## config.mk

```make
export PLATFORM = sky130hd
export DESIGN_NAME = axis_ready_prbs
export DESIGN_NICKNAME = d
export VERILOG_FILES = /design/src/rtl/axis_ready_prbs.sv
export SDC_FILE = /design/constraint.sdc
export NUM_CORES = 1
export LEC_CHECK = 0
export ABC_CLOCK_PERIOD_IN_PS = 1950
export BUFFER_PORTS_ARGS = -buffer_cell sky130_fd_sc_hd__buf_2
export CAP_MARGIN = 20
export CELL_PAD_IN_SITES_DETAIL_PLACEMENT = 0
export CELL_PAD_IN_SITES_GLOBAL_PLACEMENT = 1
export CORE_MARGIN = 2
export CORE_UTILIZATION = 39
export CTS_CLUSTER_DIAMETER = 50
export DETAILED_ROUTE_END_ITERATION = 8
export GPL_TIMING_DRIVEN = 1
export HOLD_SLACK_MARGIN = 0.12
export PLACE_DENSITY_LB_ADDON = 0.1
export SYNTH_ARGS = -nofsm -noshare
export SYNTH_HDL_FRONTEND = slang
export SYNTH_SLANG_ARGS = --single-unit
export TNS_END_PERCENT = 30
```

## constraint.sdc

```tcl
create_clock -name clk -period 1.95 [get_ports clk]
set_input_delay 0.195 -clock clk [delete_from_list [all_inputs] [get_ports clk]]
set_output_delay 0.195 -clock clk [all_outputs]
set_load 0.01 [all_outputs]
```

## src/rtl/axis_ready_prbs.sv

```systemverilog
// 33-bit free-running PRBS used to randomise tready backpressure.
module axis_ready_prbs #(
  parameter logic [32:0] SEED = 33'd1246504138
) (
  input  logic        clk,
  input  logic        rst_n,
  output logic [32:0] state
);

  always_ff @(posedge clk or negedge rst_n) begin
    if (!rst_n) state <= SEED;
    else        state <= {state[31:0], state[32] ^ ~state[19]};
  end

endmodule

```

# ---- Yosys cells after proc, flatten, opt, wreduce, memory -nomap -nowiden
# Index checks and enable logic that the tools add are counted.
dict set report word_totals {
  reg_bits 33
  latch_bits 0
  ramBits 0
  mem_bits_ro 0
  inputBits 2
  word_cells 3
  memories 0
}
dict set report classes {
  addsub 0
  n_mul 0
  n_div 0
  n_lt_le_gt_ge 0
  eq_ne 0
  shift 0
  mux 0
  n_bitwise 2
  reduce_logical 0
}
# cell count
set ops {}
lappend ops {{1-bit inverter} 1}
lappend ops {{1-bit bitwise XOR} 1}

# ---- Depth between registers and ports, before layout
# Gate-level depths: netlist (run 1).
dict set report depth {
  depth_word 2
  depth_mapped 1
  ltp_nobuf 1
}

# ---- Worst setup path before layout (run 1)
# Ideal clock, no wire load.
dict set report synth_timing {
  kind {reg-to-output}
  start {register state[19]}
  end {output port state[19]}
  arrival_ps 543
  path_slack_ps 1212
  path_stages_with_launch 1
  cell_sequence {dfstp_2}
}
# element line
set synth_rtl {}
lappend synth_rtl {{start, declared} 7} ;# output logic [32:0] state
lappend synth_rtl {{start signal, assigned} 12} ;# else state <= {state[31:0], state[32] ^ ~state[19]};
# No word-level cell between the ends.

# ---- Worst setup path after layout (run 1)
dict set report layout_timing {
  start {register state[19]}
  end {output port state[19]}
}
# No word-level cell between the ends.

==> impl_metrics.tcl, run 1 <==
set metrics [dict create \
    reg2reg_depth 1 \
    place_area_um2 1050 \
    p_leak_nw 0.578 \
    crit_buf_inv 1 \
    rsz0062_at_grt "false" \
    setup_tns_ps 0 \
    h-tree-depth 2 \
    critPathSlowestCell "dfstp_2" \
    max-cap-violations 0 \
    regMostFlops "state" \
    critPathKind "register to output pin" \
    total_power_mw 1.12 \
    wl_per_cell_um 13.1 \
    nets 78 \
    slew_violations 0 \
    setup_viol 0 \
    timing.rr.end "state[0]" \
    critPathLaunchType "register" \
    endpoint_kind "output pin" \
    io_pins 35 \
    root_buffer "clkbuf_4" \
    min_from "state[18]" \
    n_antenna_cell 0 \
    r2r_start "state[19]" \
    cts_resized 0 \
    numCtsBuffers 5 \
    antenna_found_initial 0 \
    power_density_nw_per_um2 987 \
    status "completed" \
    crit_family "flip-flops" \
    cts_sinks 33 \
    cp_num_cells 1 \
    ys_ff_latch 33 \
    drtPass1Iterations 2 \
    cts_setup_buffers 0 \
    vias_per_cell 4.20 \
    path_cells "buf_2" \
    die_x_um 50.7 \
    avgSynthCellArea_um2 25.0 \
    port-buffer-count 34 \
    final_area_um2 1130 \
    totalWireLength_mm 1.36 \
    vias 437 \
    relSlewSlack_pct 56.1 \
    ys_seq_area_share_pct 99.0 \
    max_freq_mhz 825 \
    crit_arrival_ps 1020 \
    fillCellCount 171 \
    peakVddDrop_mv 0.554 \
    cp-startpoint "state[19]" \
    clk_latency_ps 320 \
    fin_skew_ps 11.0 \
    dp_hpwl_um 834 \
    cp-endpoint "state[19]" \
    grt_pass1_vias 443 \
    synth_warnings 0 \
    largest_reg_flops 33 \
    row_count 16 \
    ant_nets 0 \
    min_period_ps 1210 \
    gp_congestion 0.667 \
    tightest_slew_ps 658 \
    area_delta_synth_final_pct 33.4 \
    grt_pass1_wl_mm 2.27 \
    worst_path_largest_cell_delay_ps 560 \
    fin_crit_sh_pct 62.2 \
    hold_path.class "register to register" \
    cp.required_ps 1750 \
    ys_types 3 \
    clockBufferDepth 2 \
    drive_gt1_share_pct 70.1 \
    syn_inst 34 \
    drt_iter0_drc 1 \
    initial_core_util_pct 42.4 \
    drc 0 \
    hold_viol 0 \
    core_area_um2 2000 \
    path_clk_slew_ps 100 \
    netlist_area_um2 850 \
    synthesis.nets 36 \
    grt_use_total_pct 13.4 \
    r2r_slack_ps 1200 \
    reg.largest.list "state (33)" \
    dieArea_um2 2570 \
    cts_tree "built" \
    grt_max_degree 34 \
    die_h_um 50.7 \
    grt_overflow 0 \
    cp_max_fo 3 \
]
==> synth_stat cells <==
library cell	count	share of area, %
dfstp_2	12	37
xnor2_1	1	1.0
dfrtp_1	21	62
==> metal layers <==
layer | vias to the layer above | part of all wire (%) | track usage, %
li1 | 190 | - | -
met4 | 0 | 0 | 5.41
met1 | 221 | 46 | 16.6
met2 | 26 | 46 | 18.4
met3 | 0 | 8.6 | 8.93
met5 | - | 0 | 0
==> power breakdown <==
part           total [mW]  internal, mW  switching [mW]
registers           0.685         0.685               0
logic              0.0137       0.00202          0.0117
clock network       0.420         0.209           0.212
==> worst min path at each step <==
stage | slack (ps) | to | depth (start not counted)
6_report | 370 | state[19] | 0
5_1_grt | 380 | state[7] | 0
4_1_cts | 370 | state[19] | 0
3_5_place_dp | 270 | state[12] | 1
3_3_place_gp | 270 | state[20] | 1
2_1_floorplan | -100 | state[0] | 0
==> placed cells by master, fill, tap and decap left out, drive strengths merged <==
cell type	Yosys	routed
clkinv	0	1
dfrtp	21	21
xnor2	1	1
clkbuf	0	7
buf	0	34
dlygate4sd3	0	1
dfstp	12	12
==> logic make-up (layout without fill, tap and decap cells) <==
kind of cell	Yosys count	in the layout	synth area share [%]
flip-flops	33	33	99.0
buffers and inverters	0	43	0
XOR/XNOR	1	1	1.03
==> area by class of cell <==
type	instances	area (um^2)	area share, %
clock buffer	7	65.1	5.74
clock inverter	1	5.00	0.442
multi-input combinational	1	8.76	0.773
sequential	33	841	74.2
tap	27	33.8	2.98
timing repair buffer	35	180	15.9
==> stage by stage <==
stage | cells | setup slack [ps] | hold slack [ps] | utilization, %
3_5_place_dp | 95 | 1090 | 271 | 52.6
3_3_place_gp | 95 | 1100 | 268 | 52.6
5_1_grt | 104 | 677 | 381 | 56.6
4_1_cts | 104 | 714 | 373 | 56.6
6_report | 104 | 738 | 371 | 56.6
2_1_floorplan | 34 | 1210 | -101 | -
==> timing repair <==
action                                  in CTS  in global routing
endpoints found under the setup margin       0                  0
hold buffers                                 1                  0
hold endpoints to repair                    21                  0
Note: power is estimated with default switching activity, not from simulation.
==> inputs of run 2 (changes only) <==
--- a/config.mk
+++ b/config.mk
@@ -5,13 +5,13 @@
 export SDC_FILE = /design/constraint.sdc
 export NUM_CORES = 1
 export LEC_CHECK = 0
-export ABC_CLOCK_PERIOD_IN_PS = 1950
+export ABC_CLOCK_PERIOD_IN_PS = 1200
 export BUFFER_PORTS_ARGS = -buffer_cell sky130_fd_sc_hd__buf_2
 export CAP_MARGIN = 20
 export CELL_PAD_IN_SITES_DETAIL_PLACEMENT = 0
 export CELL_PAD_IN_SITES_GLOBAL_PLACEMENT = 1
 export CORE_MARGIN = 2
-export CORE_UTILIZATION = 39
+export CORE_UTILIZATION = 36
 export CTS_CLUSTER_DIAMETER = 50
 export DETAILED_ROUTE_END_ITERATION = 8
 export GPL_TIMING_DRIVEN = 1
==> constraint.sdc (replaced) <==
create_clock -name clk -period 1.2 [get_ports clk]
set_input_delay 0.12 -clock clk [delete_from_list [all_inputs] [get_ports clk]]
set_output_delay 0.12 -clock clk [all_outputs]
set_load 0.01 [all_outputs]
==> run 2 against run 1 <==
  * Clock power grew 29%
  * Utilization shrank 5.4 points
  * Die area grew 7.7%
  * Critical endpoint unchanged
==> impl_metrics.tcl, run 2 (synthesis results as in run 1) <==
set metrics [dict create \
    status "completed" \
    fillCellCount 206 \
    fin_skew_ps 5.40 \
    area_delta_synth_final_pct 33.4 \
    final_cell_mix "buf_2 (34), dfrtp_1 (21), dfstp_2 (12)" \
    fin_crit_sh_pct 92.8 \
    totalWireLength_mm 1.32 \
    pre_cts_ws_ps 412 \
    cp_max_fo 3 \
    critPathLaunchType "register" \
    total_power_mw 1.69 \
    crit_family "flip-flops" \
    dieArea_um2 2760 \
    p_leak_nw 0.572 \
    rsz0062_at_grt "false" \
    numCtsBuffers 5 \
    drive_gt1_share_pct 66.7 \
    worst_path_largest_cell_delay_ps 560 \
    critPathSlowestCell "dfstp_2" \
    relSlewSlack_pct 75.3 \
    layout_commonest_cell "buf_2" \
    gp_congestion 0.605 \
    cts_sinks 33 \
    grt_max_degree 19 \
    hold_viol 0 \
    max-cap-violations 0 \
    largest_reg_flops 33 \
    regMostFlops "state" \
    cts_setup_buffers 0 \
    die_x_um 52.6 \
    wl_per_cell_um 12.4 \
    grt_overflow 0 \
    nets 79 \
    grt_pass1_vias 397 \
    crit_buf_inv 1 \
    clockBufferDepth 2 \
    root_buffer "clkbuf_4" \
    crit_arrival_ps 990 \
    max_freq_mhz 898 \
    io_pins 35 \
    vias_per_cell 4.14 \
    reg.largest.list "state (33)" \
    port-buffer-count 34 \
    path_cells "buf_2" \
    power_density_nw_per_um2 1490 \
    ant_nets 0 \
    grt_use_total_pct 10.9 \
    core_area_um2 2210 \
    cts_tree "built" \
    drt_iter0_drc 4 \
    h-tree-depth 2 \
    drc 0 \
    reg2reg_depth 1 \
    n_antenna_cell 0 \
    dp_hpwl_um 894 \
    critPathKind "register to output pin" \
    holdWs_ps 245 \
    clk_latency_ps 310 \
    min_period_ps 1110 \
    hold_path.class "primary input to async pin" \
    vias 439 \
    initial_core_util_pct 38.4 \
    endpoint_kind "output pin" \
    tightest_slew_ps 371 \
    path_clk_slew_ps 90 \
    cp.required_ps 1080 \
    setup_tns_ps 0 \
    setup_viol 0 \
    peakVddDrop_mv 0.676 \
    antenna_found_initial 0 \
    die_h_um 52.6 \
    finish.utilization_pct 51.2 \
    grt_pass1_wl_mm 1.94 \
    drtPass1Iterations 2 \
    row_count 17 \
    worst_slack_ps 87.0 \
    slew_violations 0 \
    cp_num_cells 1 \
]
## run 2: path summary, 6_finish.rpt
check / slack [ps] / start / to
max in group asynchronous: 460 / rst_n / state[10]
worst max register to register: 440 / state[19] / state[0]
min in group clk: 370 / state[18] / state[19]
worst min register to register: 370 / state[18] / state[19]
worst max-delay path: 90 / state[19] / state[19]
worst min-delay path: 240 / rst_n / state[24]
## run 2: routing by layer
metal | share of wire [%] | routed length [um] | track usage [%] | vias up
li1 | - | - | - | 192
met1 | 47 | 619 | 15.0 | 219
met2 | 42 | 559 | 12.5 | 26
met3 | 9.9 | 130 | 6.29 | 2
met4 | 0.61 | 8 | 7.69 | 0
met5 | 0 | 0 | 0 | -
## run 2: per-stage QoR
step | cells | area, um^2
floorplan | 34 | 850
global placement | 97 | 1070
detailed placement | 97 | 1070
CTS | 106 | 1130
global route | 106 | 1130
finish | 106 | 1130
## run 2: report_power, final
group | internal [mW] | total (mW) | switching [mW] | leakage (nW)
Sequential | 1.11 | 1.11 | 0 | 0.378
Clock | 0.233 | 0.542 | 0.309 | 0.0265
Combinational | 0.00971 | 0.0305 | 0.0208 | 0.168
## run 2: final cells by class
type	count	area, um^2	area share [%]
sequential	33	841	74.2
timing repair buffer	36	200	17.7
clock buffer	8	48.8	4.30
tap	28	35.0	3.09
multi-input combinational	1	8.76	0.773
## run 2: repair_timing
| item | in CTS | in global routing |
|---|---|---|
| hold buffers | 1 | 0 |
| hold endpoints to repair | 26 | 0 |
| resized for setup | 0 | 0 |
==> inputs of run 3 (changes only) <==
--- a/config.mk
+++ b/config.mk
@@ -8,15 +8,14 @@
 export ABC_CLOCK_PERIOD_IN_PS = 1200
 export BUFFER_PORTS_ARGS = -buffer_cell sky130_fd_sc_hd__buf_2
 export CAP_MARGIN = 20
-export CELL_PAD_IN_SITES_DETAIL_PLACEMENT = 0
-export CELL_PAD_IN_SITES_GLOBAL_PLACEMENT = 1
 export CORE_MARGIN = 2
-export CORE_UTILIZATION = 36
+export CORE_UTILIZATION = 44
 export CTS_CLUSTER_DIAMETER = 50
+export CTS_CLUSTER_SIZE = 12
 export DETAILED_ROUTE_END_ITERATION = 8
 export GPL_TIMING_DRIVEN = 1
 export HOLD_SLACK_MARGIN = 0.12
-export PLACE_DENSITY_LB_ADDON = 0.1
+export PLACE_DENSITY = 0.74
 export SYNTH_ARGS = -nofsm -noshare
 export SYNTH_HDL_FRONTEND = slang
 export SYNTH_SLANG_ARGS = --single-unit
==> run 3 against run 2 <==
  * Clock skew grew 2.3 ps
  * Count of clock-buffer cells in the layout fell by 1
  * Die area shrank 17%
  * First-iteration DRC count down 50%
  * Flip-flop and latch count stayed put
  * Setup slack improved by 2.6 ps
  * Cell area is 1.5% higher
  * Power increased by 7.5%
  * Global-route usage is 1.6 points higher
  * Routed wire length shrank 6.4%
==> impl_metrics.tcl, run 3 (synthesis results as in run 1) <==
set metrics [dict create \
    status "completed" \
    crit_arrival_ps 990 \
    worst_path_largest_cell_delay_ps 550 \
    hold_viol 0 \
    grt_max_degree 19 \
    drc 0 \
    clk_latency_ps 320 \
    numCtsBuffers 5 \
    gp_congestion 0.570 \
    h-tree-depth 2 \
    fillCellCount 141 \
    die_h_um 47.9 \
    core_area_um2 1760 \
    cp.required_ps 1080 \
    setup_viol 0 \
    pre_cts_ws_ps 434 \
    row_count 15 \
    nets 79 \
    cp_num_cells 1 \
    n_antenna_cell 0 \
    wl_per_cell_um 12.0 \
    root_buffer "clkbuf_4" \
    grt_use_total_pct 12.6 \
    grt_pass1_vias 358 \
    fin_crit_sh_pct 92.5 \
    rsz0062_at_grt "false" \
    crit_family "flip-flops" \
    max_freq_mhz 901 \
    max-cap-violations 0 \
    dieArea_um2 2300 \
    slew_violations 0 \
    initial_core_util_pct 48.2 \
    timing.rr.end "state[0]" \
    grt_pass1_wl_mm 1.70 \
    drt_iter0_drc 2 \
    path_cells "buf_2" \
    endpoint_kind "output pin" \
    cp_max_fo 3 \
    power_density_nw_per_um2 1570 \
    dp_hpwl_um 846 \
    reg.largest.list "state (33)" \
    regArea_um2 841 \
    cp-startpoint "state[19]" \
    vias_per_cell 4.25 \
    finish.utilization_pct 65.2 \
    area_delta_synth_final_pct 35.5 \
    min_period_ps 1110 \
    tightest_slew_ps 365 \
    drive_gt1_share_pct 70.5 \
    regMostFlops "state" \
    ant_nets 0 \
    fin_skew_ps 7.67 \
    drtPass1Iterations 3 \
    layout_commonest_cell "buf_2" \
    critPathKind "register to output pin" \
    vias 438 \
    totalWireLength_mm 1.23 \
    critPathSlowestCell "dfstp_2" \
    port-buffer-count 34 \
    reg2reg_depth 1 \
    peakVddDrop_mv 1.05 \
    clockBufferDepth 2 \
    critPathLaunchType "register" \
    relSlewSlack_pct 75.6 \
    r2r_start "state[19]" \
    hold_path.class "primary input to async pin" \
    path_clk_slew_ps 90 \
    antenna_found_initial 0 \
    largest_reg_flops 33 \
    cts_tree "built" \
    grt_overflow 0 \
    multi_input_area_um2 8.76 \
    p_leak_nw 0.587 \
    setup_tns_ps 0 \
    final_cell_mix "buf_2 (34), dfrtp_1 (21), dfstp_2 (12)" \
    die_x_um 47.9 \
    io_pins 35 \
    cts_setup_buffers 0 \
    worst_slack_ps 89.6 \
    cts_sinks 33 \
    crit_buf_inv 1 \
    r2r_slack_ps 460 \
    holdWs_ps 249 \
]
## run 3: changes by cell type in the layout (fill, tap and decap cells not counted), sizes merged
cell    change
clkinv      +1
clkbuf      -1
## run 3: per-stage QoR
stage,total power [mW],cells,instance area (um^2)
floorplan,1.13,34,850
global placement,1.16,94,1070
detailed placement,1.16,94,1070
CTS,1.84,103,1150
global route,1.90,103,1150
finish,1.81,103,1150
## run 3: worst max-delay path by stage
| stage | to | slack (ps) |
|---|---|---|
| 4_1_cts | state[19] | 70 |
| 6_report | state[19] | 90 |
| 2_1_floorplan | state[0] | 460 |
| 3_5_place_dp | state[19] | 430 |
| 3_3_place_gp | state[19] | 440 |
| 5_1_grt | state[19] | 30 |
## run 3: area by class of cell
class | instances | share of cell area, %
flip-flops and latches | 33 | 73.0
repair buffers | 36 | 17.4
clock buffers | 7 | 5.65
well taps | 25 | 2.72
multi-input cells | 1 | 0.761
clock inverters | 1 | 0.435
## run 3: what timing repair did
item                                   CTS  global route
endpoints found under the hold margin   26             0
gates resized for setup                  0             0
hold buffers                             1             0
## run 3: metal layers
layer  wire length [um]  GRT usage [%]
met5                  0              0
met4                 25           8.11
met3                142           9.06
met2                506           14.1
met1                559           16.8
## run 3: power breakdown
part | switching (mW) | internal (mW)
clock network | 0.329 | 0.339
logic | 0.0207 | 0.00973
registers | 0 | 1.11
total | 0.350 | 1.46
